==> src/rtl/pipe_hazard_ctrl.sv <==
// Pipeline sequencer for the 5-stage RV32I core: load-use interlock, redirect squash
// and a bounded wait on slow data memory, driving per-stage stall/flush controls.
module pipe_hazard_ctrl #(
    parameter int unsigned LOAD_BUBBLES = 1,
    parameter int unsigned WAIT_MAX     = 15
) (
    input  logic        clk,
    input  logic        rstn,
    input  logic [4:0]  id_rs1,
    input  logic [4:0]  id_rs2,
    input  logic        id_use_rs1,
    input  logic        id_use_rs2,
    input  logic [4:0]  ex_rd,
    input  logic        ex_ltype,
    input  logic        ex_regwrite,
    input  logic        ex_redirect,
    input  logic        mem_req,
    input  logic        dm_ready,
    output logic        stall_if,
    output logic        stall_id,
    output logic        stall_ex,
    output logic        stall_mem,
    output logic        flush_id,
    output logic        flush_ex,
    output logic        flush_wb,
    output logic        mem_err,
    output logic [31:0] stall_cycles
);

    localparam int unsigned BUBBLE_W = 2;
    localparam int unsigned WAIT_W   = 8;
    localparam int unsigned STATE_W  = 2;

    localparam logic [STATE_W-1:0] ST_RUN     = 2'd0;
    localparam logic [STATE_W-1:0] ST_LDSTALL = 2'd1;
    localparam logic [STATE_W-1:0] ST_MEMWAIT = 2'd2;

    logic [STATE_W-1:0]  state;
    logic [STATE_W-1:0]  state_nxt;
    logic [BUBBLE_W-1:0] bubble_cnt;
    logic [BUBBLE_W-1:0] bubble_nxt;
    logic [WAIT_W-1:0]   wait_cnt;
    logic [WAIT_W-1:0]   wait_nxt;
    logic                err_set;

    logic hazard;
    logic memwait;
    logic timeout;
    logic freeze;

    logic stall_if_raw;
    logic stall_id_raw;
    logic stall_ex_raw;
    logic stall_mem_raw;
    logic flush_id_raw;
    logic flush_ex_raw;
    logic flush_wb_raw;

    // Hazard and memory-wait qualifiers; x0 never creates a dependency
    always_comb begin
        hazard = ex_ltype && ex_regwrite && (ex_rd != 5'd0) &&
                 ((id_use_rs1 && (id_rs1 == ex_rd)) ||
                  (id_use_rs2 && (id_rs2 == ex_rd)));
        memwait = mem_req && !dm_ready;
        timeout = memwait && (wait_cnt == WAIT_W'(WAIT_MAX - 1));
        freeze  = memwait && !timeout;
    end

    // Next-state and stall/flush decode; a timed-out wait lets the instruction through once
    always_comb begin
        state_nxt     = state;
        bubble_nxt    = bubble_cnt;
        wait_nxt      = '0;
        err_set       = 1'b0;
        stall_if_raw  = 1'b0;
        stall_id_raw  = 1'b0;
        stall_ex_raw  = 1'b0;
        stall_mem_raw = 1'b0;
        flush_id_raw  = 1'b0;
        flush_ex_raw  = 1'b0;
        flush_wb_raw  = 1'b0;

        if (freeze) begin
            stall_if_raw  = 1'b1;
            stall_id_raw  = 1'b1;
            stall_ex_raw  = 1'b1;
            stall_mem_raw = 1'b1;
            flush_wb_raw  = 1'b1;
            state_nxt     = ST_MEMWAIT;
            wait_nxt      = wait_cnt + WAIT_W'(1);
            bubble_nxt    = '0;
        end else begin
            err_set = timeout;
            if (ex_redirect) begin
                flush_id_raw = 1'b1;
                flush_ex_raw = 1'b1;
                state_nxt    = ST_RUN;
                bubble_nxt   = '0;
            end else begin
                case (state)
                    ST_LDSTALL: begin
                        stall_if_raw = 1'b1;
                        stall_id_raw = 1'b1;
                        flush_ex_raw = 1'b1;
                        bubble_nxt   = bubble_cnt - BUBBLE_W'(1);
                        state_nxt    = (bubble_cnt == BUBBLE_W'(1)) ? ST_RUN : ST_LDSTALL;
                    end
                    default: begin
                        state_nxt = ST_RUN;
                        if (hazard) begin
                            stall_if_raw = 1'b1;
                            stall_id_raw = 1'b1;
                            flush_ex_raw = 1'b1;
                            if (LOAD_BUBBLES > 1) begin
                                state_nxt  = ST_LDSTALL;
                                bubble_nxt = BUBBLE_W'(LOAD_BUBBLES - 1);
                            end
                        end
                    end
                endcase
            end
        end
    end

    // Controls are forced quiet while reset is asserted
    assign stall_if  = rstn & stall_if_raw;
    assign stall_id  = rstn & stall_id_raw;
    assign stall_ex  = rstn & stall_ex_raw;
    assign stall_mem = rstn & stall_mem_raw;
    assign flush_id  = rstn & flush_id_raw;
    assign flush_ex  = rstn & flush_ex_raw;
    assign flush_wb  = rstn & flush_wb_raw;

    // State, counters and sticky error
    always_ff @(posedge clk) begin
        if (!rstn) begin
            state        <= ST_RUN;
            bubble_cnt   <= '0;
            wait_cnt     <= '0;
            mem_err      <= 1'b0;
            stall_cycles <= '0;
        end else begin
            state      <= state_nxt;
            bubble_cnt <= bubble_nxt;
            wait_cnt   <= wait_nxt;
            if (err_set) begin
                mem_err <= 1'b1;
            end
            if (stall_if_raw) begin
                stall_cycles <= stall_cycles + 32'd1;
            end
        end
    end

endmodule

==> config.mk <==
export PLATFORM = sky130hd
export DESIGN_NAME = pipe_hazard_ctrl
export DESIGN_NICKNAME = d
export VERILOG_FILES = /design/src/rtl/pipe_hazard_ctrl.sv
export SDC_FILE = /design/constraint.sdc
export NUM_CORES = 1
export LEC_CHECK = 0
export ABC_AREA = 0
export BUFFER_PORTS_ARGS = -buffer_cell sky130_fd_sc_hd__buf_2
export CAP_MARGIN = 20
export CORE_ASPECT_RATIO = 0.75
export CORE_UTILIZATION = 47
export DETAILED_ROUTE_END_ITERATION = 12
export GPL_TIMING_DRIVEN = 0
export PLACE_DENSITY = 0.76
export SYNTH_ARGS = -nofsm -noshare
export SYNTH_HDL_FRONTEND = slang
export SYNTH_SLANG_ARGS = --single-unit
==> constraint.sdc <==
create_clock -name clk -period 2.1 [get_ports clk]
set_input_delay 0.21 -clock clk [delete_from_list [all_inputs] [get_ports clk]]
set_output_delay 0.21 -clock clk [all_outputs]
set_load 0.01 [all_outputs]
==> impl_summary.log <==
[metrics] Final Critical Period: 2.10 ns
[metrics] diodes inserted: 0
[metrics] required time at the worst-slack endpoint: 1.89 ns
[metrics] tightest slew margin relative to the limit: 0.625
[metrics] final layout net count: 382
[metrics] Synth Area in XOR/XNOR: 0.0629
[metrics] number of enable-type register cells in the synthesized netlist: 0
[metrics] static leakage: 1.20 nW
[metrics] area added between synthesis and finish: 27.9%
[metrics] first-pass GRT wire length: 9800 um
[metrics] achievable clock frequency: 477 MHz
[metrics] most common cell in the synthesized netlist: sky130_fd_sc_hd__dfxtp_1
[metrics] final number of hold-violating endpoints: 0
[metrics] DRC: 8
[metrics] complex-gate fraction of the synthesized area: 0.178
[metrics] ordered cell list for the critical path: nor3_2 -> and4b_2 -> nor2_4 -> a311oi_4 -> buf_6 -> nor2_2 -> buf_4 -> buf_2
[metrics] arrival time worst endpoint: 1.89 ns
[metrics] classification of the worst setup path: flip-flop to primary output
[metrics] number of antenna violations at the first check in global routing: 0
[metrics] Seq/Total Area, Yosys: 0.380
[metrics] # hold bufs at CTS: 0
[metrics] DRT Wirelength: 6000 um
[metrics] clock net sink count: 45
[metrics] TritonCTS buffer count: 5
[metrics] fraction of final layout cells sized beyond drive strength 1: 0.415
[metrics] failing checks: DRC
[metrics] Routed Antenna Nets: 0
[metrics] uppermost layer routed: met4
[metrics] maximum cell stage delay along the critical path: 0.35 ns
[metrics] final instance count without filler cells: 411
[metrics] top cells by instance count after synthesis: sky130_fd_sc_hd__dfxtp_1 (45), sky130_fd_sc_hd__a21oi_1 (30), sky130_fd_sc_hd__o21ai_0 (21)
[metrics] count of warnings emitted by yosys: 0
[metrics] Worst-Skew Late Latency: 0.30 ns
[metrics] clk buf depth: 2
[metrics] top-level I/O count: 64
[metrics] horizontal extent of the die: 84.0 um
[metrics] Final Total Pwr: 1.64 mW
[metrics] Syn Std Cell Area: 0.00237 mm^2
[metrics] wire length the detailed router placed on met1: 2790 um
[metrics] count of final max-slew check failures: 0
[metrics] Die ar.: 0.00533 mm^2
[metrics] maximum number of pins on one net before global-route repair: 14
[metrics] vias after detailed routing: 2371
[metrics] count of endpoints failing setup in the final report: 0
[metrics] per-cell routed wire length: 14.6 um
[metrics] Hold Path Class: input port to flip-flop
[metrics] Core Box Area: 0.00465 mm^2
[metrics] dominant register cell in the synthesized netlist: sky130_fd_sc_hd__dfxtp_1
[metrics] max-capacitance violation count: 0
[metrics] clock skew: 0.00687 ns
[metrics] # rows: 21
[metrics] vias in the first global route: 2198
[metrics] overflow left after global routing: 0
[metrics] transition at the pin with the smallest max-transition slack: 0.562 ns
[metrics] kind of end point of the critical path: primary output
[metrics] Chip Height: 63.5 um
[metrics] number of cells produced by synthesis: 273
[metrics] input/output buffers: 63
[metrics] dominant cells by area after synthesis: sky130_fd_sc_hd__dfxtp_1 (38%), sky130_fd_sc_hd__a21oi_1 (6.3%), sky130_fd_sc_hd__or3_1 (4.5%)
[metrics] Max IR drop VDD: 0.441 mV
[metrics] Placed Cells: 393
[metrics] peak fanout along the critical path: 8
[metrics] clock root buffer: sky130_fd_sc_hd__clkbuf_8
[metrics] clock-pin slew of the registers on the worst-case setup and hold paths: 0.08 ns
[metrics] per-instance average area after synthesis: 8.68 um^2
[metrics] post-synth top area share: 0.380
[metrics] period utilisation layout: 0.998
[metrics] multiplexer share of the synthesized area: 0.00845
[metrics] critical path launch point type: flip-flop
[metrics] net count after synthesis: 301
[metrics] initial core utilization: 0.509
[metrics] met2 wire length: 2760 um
[metrics] detailed-routed wire length on met3: 361 um
[metrics] number of optimization iterations in the first detailed-route pass: 8
[metrics] DPL Wire Length: 4060 um
[metrics] Post-Synth Simple-Gate Area: 0.281
[metrics] adder and majority cell fraction of the synthesized area: 0.0211
[metrics] main combinational cell family by area after synthesis: simple AND/OR/NAND/NOR gates
[metrics] library cell contributing the largest single delay on the critical path: sky130_fd_sc_hd__dfxtp_2
[metrics] Initial DRC Count: 190
[metrics] async set-or-reset flop fraction in the synthesized netlist: 0
[metrics] RSZ-0062 raised after global routing: yes
[metrics] result of the run: finished with violations
[metrics] clock tree from TritonCTS: yes
[metrics] final weighted congestion of routability-driven global placement: 0.805
[metrics] post-DR vias/cell: 5.77
[metrics] post-synth top area cell: sky130_fd_sc_hd__dfxtp_1
[metrics] total track usage: 0.229
[metrics] depth of the CTS H-tree: 2
[metrics] Pwr Density: 542 mW/mm^2
[metrics] count of unique library cells instantiated by Yosys: 44
[metrics] Seq cells post-synth: 45
==> routing by layer <==
layer	vias to the layer above	track usage
met1	1118	0.301
met2	82	0.369
li1	1161	-
met5	-	0
met3	10	0.0485
met4	0	0.0884
==> kinds of logic (layout without fill, tap and decap cells) <==
group | count (synthesis) | after routing
compound gates | 68 | 68
simple gates | 113 | 113
fa+ha+maj | 4 | 4
mux | 2 | 2
flops | 45 | 45
buf+inv | 24 | 105
xor+xnor | 17 | 17
==> worst paths after layout <==
path | to | cells after the start | slack (ns) | from
setup reg to reg | stall_cycles[19] | 8 | 0.02 | wait_cnt[0]
setup / recovery | stall_if | 8 | 0.005 | wait_cnt[5]
hold reg to reg | mem_err | 2 | 0.48 | mem_err
hold / removal | bubble_cnt[0] | 2 | 0.14 | ex_redirect
==> state kept, by name, summed over array words and instances (netlist names) <==
| name | flops |
|---|---|
| state | 2 |
| wait_cnt | 8 |
| bubble_cnt | 2 |
| stall_cycles | 32 |
| mem_err | 1 |
==> report_power, final <==
group	leakage, nW	total (mW)	switching [mW]	internal, mW
registers	0.376	0.854	0.00440	0.850
logic	0.768	0.152	0.0839	0.0683
clock network	0.0540	0.635	0.289	0.346
==> timing repair <==
action	CTS	global route
setup buffers	6	7
gates cloned	0	0
pin swaps	4	6
resized for setup	19	30
endpoints found under the setup margin	29	22
==> stage by stage <==
stage / hold WS (ns) / utilization / worst slack (ns) / cell area, um^2 / TNS, ns
6_report: 0.143 / 0.652 / 0.00463 / 3030 / 0
5_1_grt: 0.157 / 0.652 / -0.0847 / 3030 / -0.399
4_1_cts: 0.129 / 0.628 / -0.000627 / 2920 / -0.000627
3_5_place_dp: 0.449 / 0.593 / -0.364 / 2760 / -6.00
3_3_place_gp: 0.450 / 0.593 / -0.368 / 2760 / -6.42
2_1_floorplan: 0.289 / - / 0.0181 / 2370 / 0
==> cell usage in the layout (no fill, tap or decap), types with 3 or more instances in the layout <==
cell type / n
sky130_fd_sc_hd__a21oi_1: 28
sky130_fd_sc_hd__and3_1: 3
sky130_fd_sc_hd__buf_2: 64
sky130_fd_sc_hd__buf_4: 16
sky130_fd_sc_hd__clkbuf_8: 5
sky130_fd_sc_hd__dfxtp_1: 22
sky130_fd_sc_hd__dfxtp_2: 17
sky130_fd_sc_hd__dfxtp_4: 6
sky130_fd_sc_hd__ha_1: 4
sky130_fd_sc_hd__inv_1: 9
sky130_fd_sc_hd__nand2_1: 19
sky130_fd_sc_hd__nand3_1: 10
sky130_fd_sc_hd__nand4_1: 12
sky130_fd_sc_hd__nor2_1: 15
sky130_fd_sc_hd__o21ai_0: 20
sky130_fd_sc_hd__o31ai_1: 9
sky130_fd_sc_hd__or3_1: 16
sky130_fd_sc_hd__or3_2: 5
sky130_fd_sc_hd__or4_1: 4
sky130_fd_sc_hd__or4_2: 5
sky130_fd_sc_hd__xnor2_1: 11
sky130_fd_sc_hd__xor2_1: 6
==> layout make-up <==
type | count | area, um^2
tap | 57 | 71.3
clock inverter | 2 | 35.0
sequential | 45 | 945
multi-input combinational | 204 | 1360
timing repair buffer | 76 | 413
clock buffer | 5 | 68.8
inverter | 10 | 37.5
fill | 416 | 1620
buffer | 12 | 103
==> worst max-delay path, delay by kind of cell, from the launching register on <==
family          cells  cell delay [ns]
flops               1             0.35
buf+inv             3             0.45
compound gates      1             0.25
simple gates        4             0.54
No activity file was read; power rests on OpenSTA's default activity.
